File: config.mk
export PLATFORM = sky130hd
export DESIGN_NAME = imem_loader
export DESIGN_NICKNAME = d
export VERILOG_FILES = /design/src/rtl/imem_loader.sv
export SDC_FILE = /design/constraint.sdc
export NUM_CORES = 1
export LEC_CHECK = 0
export CAP_MARGIN = 5
export CORE_MARGIN = 1
export CORE_UTILIZATION = 40
export CTS_BUF_LIST = sky130_fd_sc_hd__clkbuf_8
export CTS_CLUSTER_SIZE = 12
export DETAILED_ROUTE_END_ITERATION = 6
export GPL_TIMING_DRIVEN = 0
export PLACE_DENSITY = 0.71
export REMOVE_ABC_BUFFERS = 1
export SLEW_MARGIN = 30
export SYNTH_ARGS = -nofsm -noshare
export SYNTH_HDL_FRONTEND = slang
export SYNTH_SLANG_ARGS = --single-unit
File: constraint.sdc
create_clock -name clk -period 2.4 [get_ports clk]
set_input_delay 0.48 -clock clk [delete_from_list [all_inputs] [get_ports clk]]
set_output_delay 0.48 -clock clk [all_outputs]
set_load 0.01 [all_outputs]
File: src/rtl/imem_loader.sv
// Boot loader: assembles a byte-serial, XOR-checksummed program image into 16-bit
// instruction words, writes them to instruction memory and releases the core on success.
module imem_loader #(
    parameter int n      = 16,
    parameter int ADDR_W = 8
) (
    input  logic              clk,
    input  logic              reset_n,
    input  logic              start,
    input  logic [7:0]        in_data,
    input  logic              in_valid,
    output logic              in_ready,
    output logic              imem_we,
    output logic [ADDR_W-1:0] imem_addr,
    output logic [n-1:0]      imem_wdata,
    output logic [ADDR_W:0]   words_loaded,
    output logic              cpu_run,
    output logic              done,
    output logic              err
);

    typedef enum logic [2:0] {
        S_LEN_HI,
        S_LEN_LO,
        S_DATA_HI,
        S_DATA_LO,
        S_CSUM,
        S_DONE,
        S_ERR
    } state_t;

    localparam logic [16:0] MAX_LEN = 17'(1 << ADDR_W);
    localparam logic [ADDR_W:0] ONE = {{ADDR_W{1'b0}}, 1'b1};

    state_t            state_reg, state_next;
    logic [7:0]        len_hi_reg, len_hi_next;
    logic [ADDR_W:0]   len_reg, len_next;
    logic [7:0]        hi_reg, hi_next;
    logic [7:0]        csum_reg, csum_next;
    logic              we_reg, we_next;
    logic [ADDR_W-1:0] addr_reg, addr_next;
    logic [n-1:0]      wdata_reg, wdata_next;
    logic [ADDR_W:0]   count_reg, count_next;

    logic              xfer;
    logic [15:0]       len_full;
    logic [ADDR_W:0]   count_inc;

    assign in_ready     = (state_reg != S_DONE) && (state_reg != S_ERR);
    assign xfer         = in_valid && in_ready;
    assign len_full     = {len_hi_reg, in_data};
    assign count_inc    = count_reg + ONE;

    assign done         = (state_reg == S_DONE);
    assign err          = (state_reg == S_ERR);
    assign cpu_run      = (state_reg == S_DONE);
    assign imem_we      = we_reg;
    assign imem_addr    = addr_reg;
    assign imem_wdata   = wdata_reg;
    assign words_loaded = count_reg;

    always_ff @(posedge clk or negedge reset_n) begin
        if (!reset_n) begin
            state_reg  <= S_LEN_HI;
            len_hi_reg <= '0;
            len_reg    <= '0;
            hi_reg     <= '0;
            csum_reg   <= '0;
            we_reg     <= 1'b0;
            addr_reg   <= '0;
            wdata_reg  <= '0;
            count_reg  <= '0;
        end else begin
            state_reg  <= state_next;
            len_hi_reg <= len_hi_next;
            len_reg    <= len_next;
            hi_reg     <= hi_next;
            csum_reg   <= csum_next;
            we_reg     <= we_next;
            addr_reg   <= addr_next;
            wdata_reg  <= wdata_next;
            count_reg  <= count_next;
        end
    end

    always_comb begin
        state_next  = state_reg;
        len_hi_next = len_hi_reg;
        len_next    = len_reg;
        hi_next     = hi_reg;
        csum_next   = csum_reg;
        we_next     = 1'b0;
        addr_next   = addr_reg;
        wdata_next  = wdata_reg;
        count_next  = count_reg;

        case (state_reg)
            S_LEN_HI: begin
                if (xfer) begin
                    len_hi_next = in_data;
                    csum_next   = csum_reg ^ in_data;
                    state_next  = S_LEN_LO;
                end
            end
            S_LEN_LO: begin
                if (xfer) begin
                    csum_next = csum_reg ^ in_data;
                    len_next  = len_full[ADDR_W:0];
                    // Oversized frames are rejected before any memory is touched
                    if ({1'b0, len_full} > MAX_LEN) begin
                        state_next = S_ERR;
                    end else if (len_full == 16'd0) begin
                        state_next = S_CSUM;
                    end else begin
                        state_next = S_DATA_HI;
                    end
                end
            end
            S_DATA_HI: begin
                if (xfer) begin
                    hi_next    = in_data;
                    csum_next  = csum_reg ^ in_data;
                    state_next = S_DATA_LO;
                end
            end
            S_DATA_LO: begin
                if (xfer) begin
                    csum_next  = csum_reg ^ in_data;
                    we_next    = 1'b1;
                    addr_next  = count_reg[ADDR_W-1:0];
                    wdata_next = {hi_reg, in_data};
                    count_next = count_inc;
                    state_next = (count_inc == len_reg) ? S_CSUM : S_DATA_HI;
                end
            end
            S_CSUM: begin
                if (xfer) begin
                    state_next = (in_data == csum_reg) ? S_DONE : S_ERR;
                end
            end
            S_DONE, S_ERR: begin
                if (start) begin
                    state_next = S_LEN_HI;
                    count_next = '0;
                    csum_next  = '0;
                end
            end
            default: state_next = S_LEN_HI;
        endcase
    end

endmodule

* Word-level counts from Yosys, hierarchy flattened *
Index checks and enable logic that the tools add are counted.

word-level totals
  output and inout bits = 38
  bits in registers = 70
  bits in writable memories = 0
  word-level logic and storage cells = 63
  latch bits = 0
  bits in read-only memories = 0
  memories kept = 0

operators by class
  multiplexer cells = 19
  reductions and logical operators = 15
  bitwise gates (word level) = 1
  order comparisons = 1
  $add $sub $neg = 1
  $mul = 0
  eq/ne operators = 17
  divide/modulo/power cells = 0
  shift operators = 0

operators with widths
  cell                   count
  $mux W3                9
  $mux W9                2
  $pmux W3 S6            1
  $pmux W9 S2            1
  $gt A16 B9 Y1 const B  1
  $logic_not A16 Y1      1
  $mux W8                2
  $pmux W8 S2            1
  $ne A2 B2 Y1 const B   6
  $add A9 B1 Y9 const B  1
  $eq A3 B3 Y1 const B   3
  $eq A9 B9 Y1           1
  $eq A8 B8 Y1           1
  $reduce_and A2 Y1      4
  $xor A8 B8 Y8          1
  $eq A3 B2 Y1 const B   2
  $ne A3 B3 Y1 const B   2
  $reduce_and A3 Y1      2
  $reduce_and A6 Y1      1
  $reduce_bool A2 Y1     2
  $reduce_or A4 Y1       1
  $eq A3 B1 Y1 const B   1
  $logic_not A3 Y1       1
  $logic_and A1 B1 Y1    2
  4 further kinds        5

* Logic depth before layout (Yosys ltp) *
Gate-level depths: netlist of the first run.

  word-level depth = 5
  mapped depth = 9
  gate-level depth less buffers = 7

* Least setup slack after synthesis of the first run *
Ideal clock, no wire load.

  path kind = reg-to-reg
  start point = reg count_reg[1], in the netlist words_loaded[1]
  end point = reg state_reg[2]
  library setup time = 87 ps
  period minus slack after synthesis = 2120 ps
  cell stages (with the launch flop) = 8
  buffers on the path = 1
  data arrival time = 2034 ps
  setup slack = 280 ps
  cells stage by stage = dfrtp_1 ha_1 clkbuf_1 or4_1 a211oi_1 a31oi_1 or3_1 o211ai_1

on the way
  cells in the longest elaborated chain, start to end = 5

RTL lines
  element                 line  RTL
  from (decl)             43    logic [ADDR_W:0] count_reg, count_next;
  from (signal assigned)  82    count_reg <= count_next;
  $add A9 B1 Y9           52    assign count_inc = count_reg + ONE;
  $eq A9 B9 Y1            133   state_next = (count_inc == len_reg) ? S_CSUM : S_DATA_HI;
  $mux W3                 133
  $mux W3                 127   if (xfer) begin
  $pmux W3 S6             97    case (state_reg)
  to (signal assigned)    74    state_reg <= state_next;
  to (decl)               35    state_t state_reg, state_next;

Every way passes these cells. The select of a mux whose other input is x is not followed.
A chain may end at the register's enable or synchronous reset.

* Final worst setup path of the first run *
  start point = in in_data[2]
  end point = reg state_reg[0]

on the way
  cells in the longest elaborated chain, start to end = 4

RTL lines
  element                                        line      RTL
  from (decl)                                    10        input logic [7:0] in_data,
  $gt A16 B9 Y1 or $eq A8 B8 Y1 (tied branches)  110, 138
  $mux W3 or $mux W2 (tied branches)             110, 138
  $mux W3 (on tied branches)                     106, 137
  $pmux W3 S6 *                                  97

Every way passes the cells marked *; elsewhere a longest branch is shown, timed or not. The select of a mux whose other input is x is not followed.

==> results of run 1 <==
cell families (layout without fill, tap and decap cells):
group                    count (synthesis)  in the layout  synth area share, %
AO/OA/AOI/OAI                           68             68                12.82
XOR/XNOR                                13             13                3.342
adder cells (fa/ha/maj)                  2              2               0.6610
buffers and inverters                   34             79                4.517
flip-flops                              70             70                51.41
multiplexers                            27             27                8.887
AND/OR/NAND/NOR                        137            139                18.36
critical path, cell delays in order:
cell	delay (ps)
clkdlybuf4s50_1	600
nor2b_4	220
a2111o_1	390
or4b_1	510
a211o_1	330
o21ai_2	60
layout make-up:
class,count,area share (%)
clock inverters,7,2.466
multi-input cells,249,36.63
repair buffers,54,12.62
flip-flops and latches,70,41.21
clock buffers,9,2.906
inverters,9,1.086
well taps,105,3.082
synth_stat cells, drive strengths merged (3+ instances only):
cell type	n	share of area [%]
nand3	4	0.59
o21ai	16	2.6
nor2b	8	1.9
dfrtp	70	51
nor4	4	0.73
a21oi	25	3.7
nor3	3	0.44
buf	14	2.3
nor2	12	1.3
xor2	7	1.8
inv	9	0.99
clkbuf	11	1.2
o2111ai	3	0.77
xnor2	6	1.5
nand2b	7	1.3
nand2	89	9.8
o211ai	3	0.66
o41ai	3	0.77
mux2	26	8.6
metrics by stage:
stage	utilization [%]	power [mW]	instance area, um^2
detailed placement	47.88	3.954	3934
global placement	47.57	3.867	3909
global route	51.88	5.545	4263
CTS	51.58	5.175	4238
finish	51.88	5.163	4263
floorplan	-	3.176	3287
timing repair:
item | CTS | global route
hold buffers | 0 | 0
setup buffers | 3 | 1
setup endpoints to repair | 47 | 11
gates resized for setup | 12 | 3
pin swaps | 1 | 0
gates cloned | 1 | 1
per-layer routing:
layer | wire length [um] | GRT usage [%] | up-vias
met5 | 0 | 0 | -
met4 | 120 | 7.821 | 0
met3 | 257 | 4.126 | 11
met2 | 3891 | 30.80 | 68
met1 | 3584 | 25.01 | 1321
li1 | - | - | 1284
worst paths after layout:
kind | start | to | slack [ps] | cells after the start
min in group clk | hi_reg[3] | imem_wdata[11] | 460 | 2
worst max register to register | words_loaded[1] | state_reg[2] | 200 | 6
max in group asynchronous | reset_n | len_hi_reg[7] | 1760 | 2
worst max-delay path | in_data[2] | state_reg[0] | 80 | 6
worst min register to register | hi_reg[3] | imem_wdata[11] | 460 | 2
worst min-delay path | reset_n | csum_reg[1] | 80 | 1
power groups by stage:
stage | logic, mW | clock network [mW] | registers, mW
3_3_place_gp | 1.77 | 0 | 2.10
5_1_grt | 2.20 | 1.17 | 2.17
2_1_floorplan | 1.07 | 0 | 2.11
6_report | 1.98 | 1.09 | 2.10
3_5_place_dp | 1.83 | 0 | 2.12
4_1_cts | 1.95 | 1.11 | 2.11
==> results.md, run 1 <==
- WL/cell: 15.61 um
- Tcrit/Tclk final: 96.72%
- Worst hold slack: 83.81 ps
- N_diodes: 0
- Static leakage power: 1.830 nW
- Post-layout min period: 2321 ps
- Combinational power share: 38.3%
- Core Region: 8217 um^2
- Setup violations, final: 0
- CTS Buffer Depth: 2
- Post-route DRC: 0
- CP required: 2670 ps
- Die X: 94.29 um
- WL final: 7853 um
- Setup ws final: 78.83 ps
- Synth-to-Final Area Change: 25.12%
- Register area share after synthesis: 51.41%
- Share of layout cells above drive strength 1: 17.09%
- Max-slew violation count: 0
- MaxCap Viol Count: 0
- Final Skew: 9.648 ps
- WP data arrival: 2590 ps
- Psw: 1.881 mW
- Clock power share: 21.1%
- Synthesized area per cell: 9.707 um^2
- Critical path class: in -> reg
- DR iter-0 viols: 158
- Unrepaired setup endpoints after global routing: false
- Max Fclk: 430.8 MHz
- HPWL after DPL: 4892 um
- Storage element area: 1757 um^2
- Placed insts: 481
- Setup crit start kind: input port
- First-pass GRT wire length: 12,780 um
- Via count: 2,684
- Crit Path Max Fanout: 9
- Status: completed
- TritonRoute pass-1 iters: 4
- Commonest non-fill, non-tap cells in the layout: 89 x nand2_1, 66 x dfrtp_1, 48 x clkdlybuf4s50_1
- Post-synth EDFFs: 0
- CTS tree: done
- Total CTS buffers: 9
- Non-filler instance count after layout: 503
- Multi-input logic area: 1562 um^2
- Post-Synthesis Cell Area: 3407 um^2
- Crit. End Element: register
- Row cnt: 33
- Routability Congestion: 0.7977
- Most common cell after layout, fill and taps aside: nand2_1
- GR Overflow Total: 0
- Clock transition at path regs: 80 ps
- H-tree levels: 3
- Ports: 50
- Number of fill cells: 761
- Worst skew pair latency: 350 ps
- Final ANT Viol Nets: 0
- FFs w/ async S/R, synth: 100.0%
- PwrDens: 1211 nW/um^2
- Die area: 8891 um^2
- Clock root buffer: clkbuf_8
- Fin nets: 406
- GRT Total Usage: 19.18%
- Number of global-route vias before repair: 2,514
- Net Sw Frac: 36.42%
- Distinct cells, synth: 50
- Chip Height: 94.29 um
- Cell-internal power: 3.283 mW
- Vias/cell: 5.336
- Post-synthesis cell count: 351
- Setup TNS: 0 ps
- Clk sinks: 70
- Synth Warn #: 0
- Initial antenna violation count: 0
- Slew HR: 57.36%
- Part of the power in registers: 40.6%
- #FFs+latches synth: 70
- Post-Place Setup Slack: -1574 ps
- Worst hold path type: in -> async
- Peak supply drop: 556.9 uV
- Worst Tran Pin Value: 636.8 ps
- Dominant synthesized flop cell: dfrtp_1
- Fin. Hold Viols: 0
- Pin count of the biggest net entering global routing: 37
- Max FFs per register: 16
- Starting density of the core: 41.46%
- PortBufs: 49
No activity file was read; power rests on OpenSTA's default activity.
==> inputs of run 2 (changes only) <==
Settings changed: ABC_CLOCK_PERIOD_IN_PS from default to 2400.
==> results of run 2 <==
Final layout, timing and power as in run 1 (identical DEF).
==> inputs of run 3 (changes only) <==
--- a/constraint.sdc
+++ b/constraint.sdc
@@ -3,2 +3,2 @@
 set_output_delay 0.48 -clock clk [all_outputs]
-set_load 0.01 [all_outputs]
+set_load 0.1 [all_outputs]
==> run 3 against run 2 <==
  * Clock power hardly changed
  * Sequential power is 2% higher
  * Final cell count is 0.80% lower
  * Clock-buffer cell count stayed put
  * Routed wire length is 1.4% lower
  * Hold slack hardly changed
  * Sequential share of layout area is 0.56 points higher
  * Highest routed layer unchanged
==> results.md, run 3 (synthesis results as in run 1) <==
- Pin count of the biggest net entering global routing: 37 (unchanged)
- Die X: 94.29 um (unchanged)
- CP bufs+invs: 1 (unchanged)
- Max-slew violation count: 0 (unchanged)
- Share of layout cells above drive strength 1: 16.50% (-0.59 points)
- Worst path cell trace: clkdlybuf4s50_1
- Post-Place Setup Slack: -1574 ps (unchanged)
- Tcrit/Tclk final: 97.28% (+0.56 points)
- Crit. End Element: output pin
- Fin nets: 402 (-0.99%)
- Critical path class: reg -> out
- Clock transition at path regs: 80 ps (about the same)
- Number of global-route vias before repair: 2,496 (-0.72%)
- Clk sinks: 70 (unchanged)
- Initial antenna violation count: 0 (unchanged)
- Net Sw Frac: 50.01% (+14 points)
- Placed insts: 481 (unchanged)
- Commonest non-fill, non-tap cells in the layout: 89 x nand2_1, 67 x dfrtp_1, 34 x clkdlybuf4s50_1
- Number of fill cells: 773 (+1.6%)
- H-tree levels: 3 (unchanged)
- Slew HR: 35.29% (-22 points)
- Vias/cell: 5.305 (-0.59%)
- DR iter-0 viols: 148 (-6.3%)
- Worst skew pair latency: 350 ps (about the same)
- Crit Path Max Fanout: 2 (-7)
- Most common cell after layout, fill and taps aside: nand2_1
- Post-route DRC: 0 (unchanged)
- Total CTS buffers: 9 (unchanged)
- Fin. Hold Viols: 0 (unchanged)
- Clock power share: 17.0% (-4.1 points)
- Chip Height: 94.29 um (unchanged)
- Ports: 50 (unchanged)
- Psw: 3.211 mW (+71%)
- Combinational power share: 49.7% (+11 points)
- GRT Total Usage: 19.14% (-0.035 points)
- Setup crit start kind: register
- Status: completed
- CP required: 1920 ps (-750 ps)
- Core Region: 8217 um^2 (unchanged)
- Clock root buffer: clkbuf_8
- Peak supply drop: 971.5 uV (+74%)
- Starting density of the core: 41.46% (unchanged)
- Cell-internal power: 3.210 mW (-2.2%)
- Routability Congestion: 0.7977 (unchanged)
- PortBufs: 49 (unchanged)
- Worst hold path type: in -> async
- Part of the power in registers: 33.3% (-7.3 points)
- Die area: 8891 um^2 (unchanged)
- Final Skew: 12.22 ps (+2.572 ps)
- HPWL after DPL: 4892 um (unchanged)
- Row cnt: 33 (unchanged)
- Setup ws final: 65.28 ps (-13.54 ps)
- Max FFs per register: 16 (unchanged)
- Critical path's slowest cell: clkdlybuf4s50_1
- Crit Reg-Reg Startpoint: words_loaded[0]
- WL final: 7740 um (-1.4%)
- Unrepaired setup endpoints after global routing: false
- Max Fclk: 428.3 MHz (-0.58%)
- CP Launch Point: imem_wdata[1]
- Setup violations, final: 0 (unchanged)
- Crit-path leading delay family: buffers and inverters
- CTS tree: done
- Non-filler instance count after layout: 499 (-0.80%)
- Post-layout min period: 2335 ps (+13.54 ps)
- Worst Tran Pin Value: 967.7 ps (+330.9 ps)
- TritonRoute pass-1 iters: 5 (+1)
- GR Overflow Total: 0 (unchanged)
- WP data arrival: 1850 ps (-740 ps)
- Static leakage power: 1.867 nW (+2.0%)
- Worst hold slack: 84.23 ps (+0.4121 ps)
- PwrDens: 1528 nW/um^2 (+26%)
- WL/cell: 15.51 um (-0.65%)
- First-pass GRT wire length: 12,730 um (-0.38%)
- MaxCap Viol Count: 0 (unchanged)
- CTS Buffer Depth: 2 (unchanged)
- Via count: 2,647 (-1.4%)
- Final ANT Viol Nets: 0 (unchanged)
- Synth-to-Final Area Change: 23.36%
- Worst stage delay on the critical path: 1140 ps (+540 ps)
- N_diodes: 0 (unchanged)
## run 3: routing by layer
layer	vias to the layer above	track usage, %	routed length [um]
li1	1276	-	-
met1	1296	25.27	3615
met2	63	30.37	3763
met3	12	4.207	232
met4	0	7.692	128
met5	-	0	0
## run 3: area by class of cell
cell class / count / area (um^2) / area share [%]
Sequential cell: 70 / 1755 / 41.77
Multi-Input combinational cell: 249 / 1554 / 36.98
Tap cell: 105 / 131.4 / 3.126
Clock buffer: 9 / 123.9 / 2.947
Inverter: 9 / 46.29 / 1.102
Clock inverter: 7 / 105.1 / 2.501
Timing Repair Buffer: 50 / 486.7 / 11.58
## run 3: repair_timing
| action | CTS | global route |
|---|---|---|
| setup buffers | 0 | 0 |
| pin swaps | 0 | 0 |
| hold buffers | 0 | 0 |
| endpoints found under the setup margin | 56 | 14 |
| gates cloned | 2 | 0 |
| resized for setup | 39 | 8 |
## run 3: path summary, 6_finish.rpt
kind | endpoint | slack, ps | cells past startpoint
hold reg to reg | imem_wdata[9] | 460 | 2
setup reg to reg | state_reg[2] | 160 | 6
hold / removal | csum_reg[7] | 80 | 1
min in group clk | imem_wdata[9] | 460 | 2
max in group asynchronous | len_hi_reg[7] | 1770 | 2
setup / recovery | imem_wdata[1] | 70 | 1
## run 3: power groups by stage
stage / Clock [mW] / Sequential [mW] / Combinational (mW)
after floorplan: 0 / 3.40 / 1.11
after global placement: 0 / 2.10 / 3.11
after detailed placement: 0 / 2.12 / 3.17
after CTS: 1.11 / 2.13 / 3.20
after global routing: 1.17 / 2.21 / 3.40
final: 1.09 / 2.14 / 3.19
## run 3: metrics by stage
| stage | utilization, % | total power, mW | cell area [um^2] | TNS [ps] |
|---|---|---|---|---|
| final | 51.15 | 6.421 | 4203 | 0 |
| after CTS | 50.89 | 6.442 | 4182 | 0 |
| after global placement | 47.57 | 5.206 | 3909 | -205090 |
| after floorplan | - | 4.503 | 3287 | -25480 |
| after detailed placement | 47.88 | 5.294 | 3934 | -46670 |
| after global routing | 51.15 | 6.791 | 4203 | 0 |
